$ cat config.mk
export PLATFORM = sky130hd
export DESIGN_NAME = debug_host
export DESIGN_NICKNAME = d
export VERILOG_FILES = /design/src/rtl/debug_pkg.sv /design/src/rtl/debug_word_assembler.sv /design/src/rtl/debug_host.sv
export SDC_FILE = /design/constraint.sdc
export NUM_CORES = 1
export LEC_CHECK = 0
export CORE_MARGIN = 2
export CORE_UTILIZATION = 30
export CTS_CLUSTER_DIAMETER = 100
export DETAILED_ROUTE_END_ITERATION = 10
export PLACE_DENSITY = 0.54
export SLEW_MARGIN = 20
export SYNTH_ARGS = -nofsm -noshare
export SYNTH_HDL_FRONTEND = slang
export SYNTH_SLANG_ARGS = --single-unit
$ cat constraint.sdc
create_clock -name i_clock -period 4 [get_ports i_clock]
set_input_delay 0.8 -clock i_clock [delete_from_list [all_inputs] [get_ports i_clock]]
set_output_delay 0.8 -clock i_clock [all_outputs]
set_load 0.02 [all_outputs]
$ cat src/rtl/debug_pkg.sv
// Debug link definitions shared by the host and the
// target-side debug unit: commands, states, kinds.
package debug_pkg;

  typedef enum logic [7:0] {
    CMD_WRITE_IM     = 8'd1,
    CMD_START        = 8'd2,
    CMD_STEP_BY_STEP = 8'd3,
    CMD_SEND_BR      = 8'd4,
    CMD_SEND_MEM     = 8'd5,
    CMD_SEND_PC      = 8'd6,
    CMD_STEP         = 8'd7,
    CMD_CONTINUE     = 8'd8
  } cmd_e;

  typedef enum logic [3:0] {
    ST_IDLE      = 4'd1,
    ST_TX_CMD    = 4'd2,
    ST_WAIT_CMD  = 4'd3,
    ST_TX_PROG   = 4'd4,
    ST_WAIT_PROG = 4'd5,
    ST_RX_PC     = 4'd6,
    ST_RX_MEM    = 4'd7,
    ST_RX_BR     = 4'd8
  } state_e;

  typedef enum logic [1:0] {
    KIND_PC  = 2'd0,
    KIND_MEM = 2'd1,
    KIND_BR  = 2'd2
  } kind_e;

  localparam logic [6:0] PC_LAST   = 7'd3;
  localparam logic [6:0] BLK_LAST  = 7'd127;
  localparam logic [7:0] PROG_LAST = 8'd255;

  function automatic logic cmd_legal(
    input logic [7:0] c
  );
    return (c >= CMD_WRITE_IM) &&
           (c <= CMD_CONTINUE);
  endfunction

endpackage

$ cat src/rtl/debug_word_assembler.sv
// Shifts received bytes MSB first into a word and
// strobes the word once i_count bytes have arrived.
module debug_word_assembler
  import debug_pkg::*;
#(
  parameter int NB_DATA = 8,
  parameter int NB_WORD = 32
) (
  input  logic               i_clock,
  input  logic               i_reset,
  input  logic               i_clear,
  input  logic               i_valid,
  input  logic [NB_DATA-1:0] i_byte,
  input  logic [2:0]         i_count,
  output logic [NB_WORD-1:0] o_word,
  output logic               o_valid
);

  logic [NB_WORD-1:0] acc;
  logic [NB_WORD-1:0] acc_nxt;
  logic [2:0]         cnt;
  logic               last;

  assign acc_nxt = {acc[NB_WORD-NB_DATA-1:0], i_byte};
  assign last    = (cnt == i_count - 3'd1);

  // acc is zero at each word start, so a 1-byte word
  // comes out zero-extended
  always_ff @(posedge i_clock or posedge i_reset) begin
    if (i_reset) begin
      acc     <= '0;
      cnt     <= '0;
      o_word  <= '0;
      o_valid <= 1'b0;
    end else begin
      o_valid <= 1'b0;
      if (i_clear) begin
        acc <= '0;
        cnt <= '0;
      end else if (i_valid) begin
        if (last) begin
          acc     <= '0;
          cnt     <= '0;
          o_word  <= acc_nxt;
          o_valid <= 1'b1;
        end else begin
          acc <= acc_nxt;
          cnt <= cnt + 3'd1;
        end
      end
    end
  end

endmodule

$ cat src/rtl/debug_host.sv
// Host side of the UART debug link: sends commands and
// program bytes, collects PC/MEM/BR responses.
module debug_host
  import debug_pkg::*;
#(
  parameter int NB_DATA        = 8,
  parameter int NB_WORD        = 32,
  parameter int TIMEOUT_CYCLES = 100000
) (
  input  logic               i_clock,
  input  logic               i_reset,
  input  logic               i_cmd_valid,
  input  logic [7:0]         i_cmd,
  output logic               o_cmd_ready,
  input  logic               i_prog_valid,
  input  logic [NB_DATA-1:0] i_prog_data,
  output logic               o_prog_ready,
  output logic [NB_DATA-1:0] o_tx_data,
  output logic               o_tx_start,
  input  logic               i_tx_done,
  input  logic [NB_DATA-1:0] i_rx_data,
  input  logic               i_rx_done,
  output logic [NB_WORD-1:0] o_resp_word,
  output logic               o_resp_valid,
  output logic [1:0]         o_resp_kind,
  output logic [6:0]         o_resp_index,
  output logic               o_done,
  output logic               o_error,
  output logic [3:0]         o_state
);

  localparam int TW = $clog2(TIMEOUT_CYCLES + 1);
  localparam logic [TW-1:0] TMO_LAST =
    TW'(TIMEOUT_CYCLES - 1);

  state_e        state;
  logic [7:0]    cmd_q;
  logic [7:0]    prog_cnt;
  logic [6:0]    byte_cnt;
  logic [6:0]    word_cnt;
  logic [TW-1:0] tmo_cnt;
  logic          rx_state;
  logic          timed;
  logic          rx_hit;
  logic          word_end;
  logic          last_byte;
  logic          tmo_hit;
  logic [2:0]    asm_count;
  kind_e         rx_kind;

  assign rx_state = state inside
    {ST_RX_PC, ST_RX_MEM, ST_RX_BR};
  assign timed = rx_state || (state inside
    {ST_WAIT_CMD, ST_WAIT_PROG});
  assign rx_hit = rx_state && i_rx_done;

  assign word_end  = (state == ST_RX_MEM) ||
                     (byte_cnt[1:0] == 2'd3);
  assign last_byte = (state == ST_RX_PC) ?
                     (byte_cnt == PC_LAST) :
                     (byte_cnt == BLK_LAST);

  // a byte arriving on the terminal count wins
  assign tmo_hit = timed && !i_rx_done &&
                   !i_tx_done &&
                   (tmo_cnt == TMO_LAST);

  assign o_cmd_ready  = (state == ST_IDLE);
  assign o_prog_ready = (state == ST_TX_PROG) &&
                        i_prog_valid;
  assign o_state      = state;

  always_comb begin
    rx_kind   = KIND_PC;
    asm_count = 3'd4;
    unique case (1'b1)
      state == ST_RX_MEM: begin
        rx_kind   = KIND_MEM;
        asm_count = 3'd1;
      end
      state == ST_RX_BR: rx_kind = KIND_BR;
      default: ;
    endcase
  end

  always_ff @(posedge i_clock or posedge i_reset) begin
    if (i_reset) begin
      tmo_cnt <= '0;
    end else if (!timed || i_rx_done || i_tx_done ||
                 tmo_cnt == TMO_LAST) begin
      tmo_cnt <= '0;
    end else begin
      tmo_cnt <= tmo_cnt + 1'b1;
    end
  end

  always_ff @(posedge i_clock or posedge i_reset) begin
    if (i_reset) begin
      state        <= ST_IDLE;
      cmd_q        <= '0;
      prog_cnt     <= '0;
      byte_cnt     <= '0;
      word_cnt     <= '0;
      o_tx_data    <= '0;
      o_tx_start   <= 1'b0;
      o_resp_kind  <= '0;
      o_resp_index <= '0;
      o_done       <= 1'b0;
      o_error      <= 1'b0;
    end else begin
      o_tx_start <= 1'b0;
      o_done     <= 1'b0;
      o_error    <= 1'b0;
      unique case (state)
        ST_IDLE: begin
          if (i_cmd_valid) begin
            if (cmd_legal(i_cmd)) begin
              cmd_q    <= i_cmd;
              prog_cnt <= '0;
              state    <= ST_TX_CMD;
            end else begin
              o_error <= 1'b1;
            end
          end
        end
        ST_TX_CMD: begin
          o_tx_data  <= NB_DATA'(cmd_q);
          o_tx_start <= 1'b1;
          state      <= ST_WAIT_CMD;
        end
        ST_WAIT_CMD: begin
          if (tmo_hit) begin
            o_error <= 1'b1;
            state   <= ST_IDLE;
          end else if (i_tx_done) begin
            byte_cnt <= '0;
            word_cnt <= '0;
            unique case (cmd_q)
              CMD_WRITE_IM: state <= ST_TX_PROG;
              CMD_SEND_PC,
              CMD_STEP:     state <= ST_RX_PC;
              CMD_SEND_MEM: state <= ST_RX_MEM;
              CMD_SEND_BR:  state <= ST_RX_BR;
              default: begin
                o_done <= 1'b1;
                state  <= ST_IDLE;
              end
            endcase
          end
        end
        ST_TX_PROG: begin
          if (i_prog_valid) begin
            o_tx_data  <= i_prog_data;
            o_tx_start <= 1'b1;
            state      <= ST_WAIT_PROG;
          end
        end
        ST_WAIT_PROG: begin
          if (tmo_hit) begin
            o_error <= 1'b1;
            state   <= ST_IDLE;
          end else if (i_tx_done) begin
            prog_cnt <= prog_cnt + 8'd1;
            if (prog_cnt == PROG_LAST) begin
              o_done <= 1'b1;
              state  <= ST_IDLE;
            end else begin
              state <= ST_TX_PROG;
            end
          end
        end
        ST_RX_PC, ST_RX_MEM, ST_RX_BR: begin
          if (tmo_hit) begin
            o_error <= 1'b1;
            state   <= ST_IDLE;
          end else if (i_rx_done) begin
            byte_cnt <= byte_cnt + 7'd1;
            if (word_end) begin
              o_resp_kind  <= rx_kind;
              o_resp_index <= word_cnt;
              word_cnt     <= word_cnt + 7'd1;
            end
            if (last_byte) begin
              byte_cnt <= '0;
              word_cnt <= '0;
              unique case (1'b1)
                state == ST_RX_PC &&
                cmd_q == CMD_STEP:
                  state <= ST_RX_MEM;
                state == ST_RX_MEM &&
                cmd_q == CMD_STEP:
                  state <= ST_RX_BR;
                default: begin
                  o_done <= 1'b1;
                  state  <= ST_IDLE;
                end
              endcase
            end
          end
        end
        default: state <= ST_IDLE;
      endcase
    end
  end

  debug_word_assembler #(
    .NB_DATA (NB_DATA),
    .NB_WORD (NB_WORD)
  ) u_asm (
    .i_clock (i_clock),
    .i_reset (i_reset),
    .i_clear (!rx_state),
    .i_valid (rx_hit),
    .i_byte  (i_rx_data),
    .i_count (asm_count),
    .o_word  (o_resp_word),
    .o_valid (o_resp_valid)
  );

endmodule

After elaboration in Yosys (flattened, before gate mapping)
Cells that the tools add are included.

operators by class
  $add $sub $neg = 6
  $lt $le $gt $ge = 2
  equality and inequality tests = 34
  mux-type cells = 62
  bitwise operators = 1
  reduce and logical (&&, ||, !) cells = 34

operator list
  cell                   number
  $mux 24                3
  $mux 7                 9
  $mux 4                 10
  $mux 8                 5
  $eq 8x3->1 const B     4
  $pmux 8 s2             2
  $pmux 7 s2             2
  $pmux 4 s6             1
  $mux 1                 18
  $add 17x1->17 const B  1
  $eq 17x17->1 const B   1
  $mux 17                1
  $eq 4x3->1 const B     4
  $ne 2x2->1 const B     8
  $pmux 4 s4             1
  $mux 3                 5
  $ne 3x3->1 const B     5
  $add 7x1->7 const B    2
  $reduce_and 5->1       2
  $reduce_or 5->1        2
  $add 8x1->8 const B    1
  $eq 4x2->1 const B     2
  $eq 8x1->1 const B     1
  $eq 8x8->1 const B     1
  28 further kinds       48

word-level totals
  bits in registers = 131
  bits of input ports = 30
  output and inout port bits = 59
  logic and storage cells = 155

Longest topological paths before layout
  word-level depth = 8
  mapped depth = 8
  gate-level depth less buffers = 7

Modules after synthesis
A second synthesis with hierarchy kept.

second synthesis, totals
  cell total of the unflattened synthesis = 600
  area, all modules = 6427.4 sq um

by module, submodules not included
  module                times used  cells an instance  area an instance (sq um)  sequential area each (sq um)
  debug_host            1           405                3844.9                    1778.0
  debug_word_assembler  1           195                2582.5                    1501.4

Least setup slack after synthesis
OpenSTA, ideal clock, no wires.

  path kind = in2reg
  from = input port i_cmd[7]
  to = register prog_cnt[4]
  setup time = 0.069 ns
  arrival time = 2.360 ns
  required time = 3.931 ns
  setup slack = 1.571 ns
  cell stages on the path = 6
  path buffers = 0
  cell sequence = or4_4 -> nor3_4 -> and2_4 -> o22ai_4 -> or4_1 -> nand3_1

on the way
  cells in the longest elaborated chain, start to end = 4
  elaborated cells between the ends (all ways) = 5
  classes of those cells = order compare: 2; eq/ne: 1; reduce/logical: 2

RTL lines
  element                                          line                              RTL
  start, declared                                  debug_host.sv:13                  input logic [7:0] i_cmd,
  $ge 8x1->1 / $le 8x4->1 (equally long branches)  debug_pkg.sv:40, debug_pkg.sv:41
  $logic_and 1x1->1 (*)                            debug_pkg.sv:40                   return (c >= CMD_WRITE_IM) &&
  $ne 2x1->1 (no line) (*)                         n/a
  $reduce_and 5->1 (no line) (*)                   n/a
  end signal, assigned                             debug_host.sv:163                 prog_cnt <= prog_cnt + 8'd1;
  end, declared                                    debug_host.sv:38                  logic [7:0] prog_cnt;

Every way passes the cells marked *; elsewhere a longest branch is shown, timed or not.
A chain may end at the register's enable or synchronous reset.

Worst setup path in the final report
  from = register state[3] (netlist: o_state[3])
  to = output port o_cmd_ready

on the way
  cells in the longest elaborated chain, start to end = 1

RTL lines
  element                 line               RTL
  start, declared         debug_host.sv:36   state_e state;
  start signal, assigned  debug_host.sv:99   state <= ST_IDLE;
  start signal, assigned  debug_host.sv:120  state <= ST_TX_CMD;
  start signal, assigned  debug_host.sv:129  state <= ST_WAIT_CMD;
  $eq 4x1->1              debug_host.sv:68   assign o_cmd_ready = (state == ST_IDLE);
  end, declared           debug_host.sv:14   output logic o_cmd_ready,

Every way passes these cells.

==> run summary <==
====================================================================================
Outcome                                                                    completed
Leakage power figure                                                      0.00339 uW
# Post-CTS Setup Buffers                                                           0
Total standard cell area after synthesis                                    5960 um2
Antenna Cells                                                                      0
Worst VDD drop                                                                389 uV
Die X                                                                         145 um
Reg2reg setup slack                                                          1.25 ns
Pre-CTS setup slack                                                          1.04 ns
Largest area contributor in the netlist                                 sky130_fd_sc_hd__dfrtp_1
Num rows                                                                          51
Clock sink count                                                                 131
RSZ-0062 raised after global routing                                              no
Reg-to-reg critical path startpoint                                       o_state[3]
Final routed wirelength across all metal layers                              13.3 mm
DRC violation count after routing                                                  0
Worst-margin pin slew                                                       0.985 ns
Design area                                                                 7700 um2
Count leader, synth                                                     sky130_fd_sc_hd__dfrtp_1
Worst path arrival time                                                      2.41 ns
Setup violations, final                                                            0
Hold buffer count at cts                                                           0
Nature of the critical path endpoint                                      output pin
Leading cell types by total area after synthesis                        sky130_fd_sc_hd__dfrtp_1 55%, sky130_fd_sc_hd__mux2_2 6.0%, sky130_fd_sc_hd__a22o_1 4.0%, sky130_fd_sc_hd__nor2_1 3.4%, sky130_fd_sc_hd__o21ai_0 2.5%
Fin. Hold Viols                                                                    0
Via count of the first global-routing pass                                      4604
Relative slew margins                                                          34.0%
Worst Slack Setup Final                                                     0.786 ns
Worst r2r path cells                                                               6
Bufs on Longest Clock Path                                                         2
CP Class                                                                     reg2out
Residual antenna-violating net count after detailed routing                        0
HPWL after detailed placement                                                9.11 mm
Worst-case hold slack                                                       0.477 ns
Proportion of netlist area held by the largest area contributor                54.6%
Initial DRC Count                                                                267
Wire length of the first global-routing pass                                 23.1 mm
Period Utilization, post-route                                                 80.3%
Insertion delay to the later sink of the worst-skew pair                     0.43 ns
Worst hold path class                                                        reg2reg
Antenna violations before repair                                                   0
Synth cell types                                                                  65
Worst Min Path Start                                                    o_resp_index[2]
Sum of negative setup slack                                                     0 ns
Pwr per Cell Area                                                         550 nW/um2
Global-route usage over all layers                                             13.5%
Met1 routed wirelength after detailed routing                                6.11 mm
Source of the critical timing path                                        o_state[3]
Hold path endpoint                                                      o_resp_index[2]
Warning count from the yosys run                                                   0
Clock Root Buffer                                                       sky130_fd_sc_hd__clkbuf_16
Number of top-level pins                                                          89
Floorplan die area                                                         21000 um2
Ratio of cells with drive above 1 in the final layout                          14.5%
Detailed route wirelength on metal3                                           557 um
Via count                                                                       4359
IO Port Bufs                                                                      88
Leading register cell type out of synthesis                             sky130_fd_sc_hd__dfrtp_1
Final routed wire length divided by cell count                               14.8 um
Sequential area share after synthesis                                          55.1%
Pre-Repair DR Iteration Count                                                      4
Number of vias per cell after detailed routing                                  4.85
EDFF count, synth                                                                  0
Number of nets in the final layout                                               656
TritonCTS clock tree                                                            done
Endpoint of the most critical register-to-register path                   o_state[3]
FMAX                                                                       0.311 GHz
CTS buffer count                                                                  17
Crit path time final                                                         3.21 ns
CTS clk-pin slew, worst paths                                                0.06 ns
Post-route clock skew                                                      0.0152 ns
Die Ht                                                                        145 um
Depth of the CTS H-tree                                                            4
#FFs+latches synth                                                               131
Floorplan core area                                                        19500 um2
Top cells by instance count after synthesis                             130 x sky130_fd_sc_hd__dfrtp_1, 54 x sky130_fd_sc_hd__nor2_1, 38 x sky130_fd_sc_hd__nand2_1
Post-Syn Nets                                                                    566
Fill cell total of the finished layout                                          1842
Critical path startpoint category                                          flip-flop
CP max FO                                                                         18
Gate count of the mapped netlist                                                 531
Routed met2 length                                                           6.46 mm
Final Slew Violations                                                              0
Top layer used by detailed routing                                              met4
Number of instances resized during post-cts repair                                 0
Post-detailed-placement cell area                                           7100 um2
Utilization after layout                                                       39.6%
GP Congestion                                                                  0.822
Proportion of synthesized flip-flops having asynchronous set or reset           100%
Area delta synth->final                                                        29.3%
Max-cap check violation count                                                      0
Critical path data required time                                             3.20 ns
Synthesized area per cell                                                   11.2 um2
Depth of the worst hold-timing path                                                2
Maximum number of pins on one net before global-route repair                     132
Overall overflow remaining after global route                                      0
Starting density of the core                                                   30.6%
====================================================================================
-- power breakdown --
group          internal (uW)  leakage, uW  switching [uW]
Combinational            422      0.00130             557
Clock                    947     0.000296             653
Sequential              1480      0.00179             177
-- state kept, by name (all words and copies together), names as in the netlist, 2 cells and up --
register,flops
u_asm.o_word,32
u_asm.acc,24
tmo_cnt,17
cmd_q,8
o_tx_data,8
prog_cnt,8
byte_cnt,7
o_resp_index,7
word_cnt,7
o_state,4
u_asm.cnt,3
o_resp_kind,2
-- worst max path at each step --
stage | to | cells after the start | slack (ns)
2_1_floorplan | prog_cnt[4] | 6 | 1.57
3_3_place_gp | prog_cnt[4] | 7 | 1.08
3_5_place_dp | prog_cnt[4] | 7 | 1.04
4_1_cts | o_cmd_ready | 4 | 0.76
5_1_grt | o_cmd_ready | 4 | 0.67
6_report | o_cmd_ready | 4 | 0.79
-- worst max-delay path, cell delays in order (launching register included) --
cell,delay (ns)
sky130_fd_sc_hd__dfrtp_1,0.76
sky130_fd_sc_hd__and2b_2,0.33
sky130_fd_sc_hd__nand2_1,0.21
sky130_fd_sc_hd__inv_1,0.12
sky130_fd_sc_hd__clkdlybuf4s50_1,0.57
-- logic make-up (layout without fill, tap and decap cells) --
group	count (synthesis)	in the layout	synth area share [%]
AO/OA/AOI/OAI	109	109	12.7
AND/OR/NAND/NOR	178	178	15.7
adder cells (fa/ha/maj)	5	5	1.05
flip-flops	131	131	55.1
multiplexers	53	53	9.81
XOR/XNOR	17	17	2.50
buffers and inverters	38	141	3.13
-- stage by stage --
stage                     power (uW)  cells
after floorplan                 2280    531
after global placement          2650    867
after detailed placement        2660    867
after CTS                       4290    899
after global routing            4460    899
final                           4240    899
-- cell type report --
cell class / count / area [um2] / area share (%)
clock buffer: 17 / 425 / 5.52
clock inverter: 15 / 180 / 2.34
inverter: 16 / 63.8 / 0.828
multi-input combinational: 362 / 2490 / 32.4
sequential: 131 / 3280 / 42.6
tap: 265 / 332 / 4.30
timing repair buffer: 93 / 931 / 12.1
-- layout by cell type, fill, tap and decap left out, types with 11 or more instances in the layout --
cell / Yosys / routed
sky130_fd_sc_hd__mux2_1: 11 / 11
sky130_fd_sc_hd__xor2_1: 12 / 12
sky130_fd_sc_hd__nand2_1: 38 / 38
sky130_fd_sc_hd__clkdlybuf4s50_1: 0 / 88
sky130_fd_sc_hd__nor2_1: 54 / 53
sky130_fd_sc_hd__inv_1: 16 / 15
sky130_fd_sc_hd__a21oi_1: 22 / 22
sky130_fd_sc_hd__o21ai_0: 30 / 30
sky130_fd_sc_hd__a22o_1: 27 / 27
sky130_fd_sc_hd__mux2_2: 32 / 32
sky130_fd_sc_hd__clkbuf_16: 0 / 17
sky130_fd_sc_hd__nand3_1: 21 / 21
sky130_fd_sc_hd__dfrtp_1: 130 / 130
-- routing by layer --
metal,GRT usage (%),vias up
li1,-,2088
met4,4.85,0
met2,21.8,89
met1,17.4,2169
met5,0,-
met3,3.65,13
(Power assumes the default switching activity.)
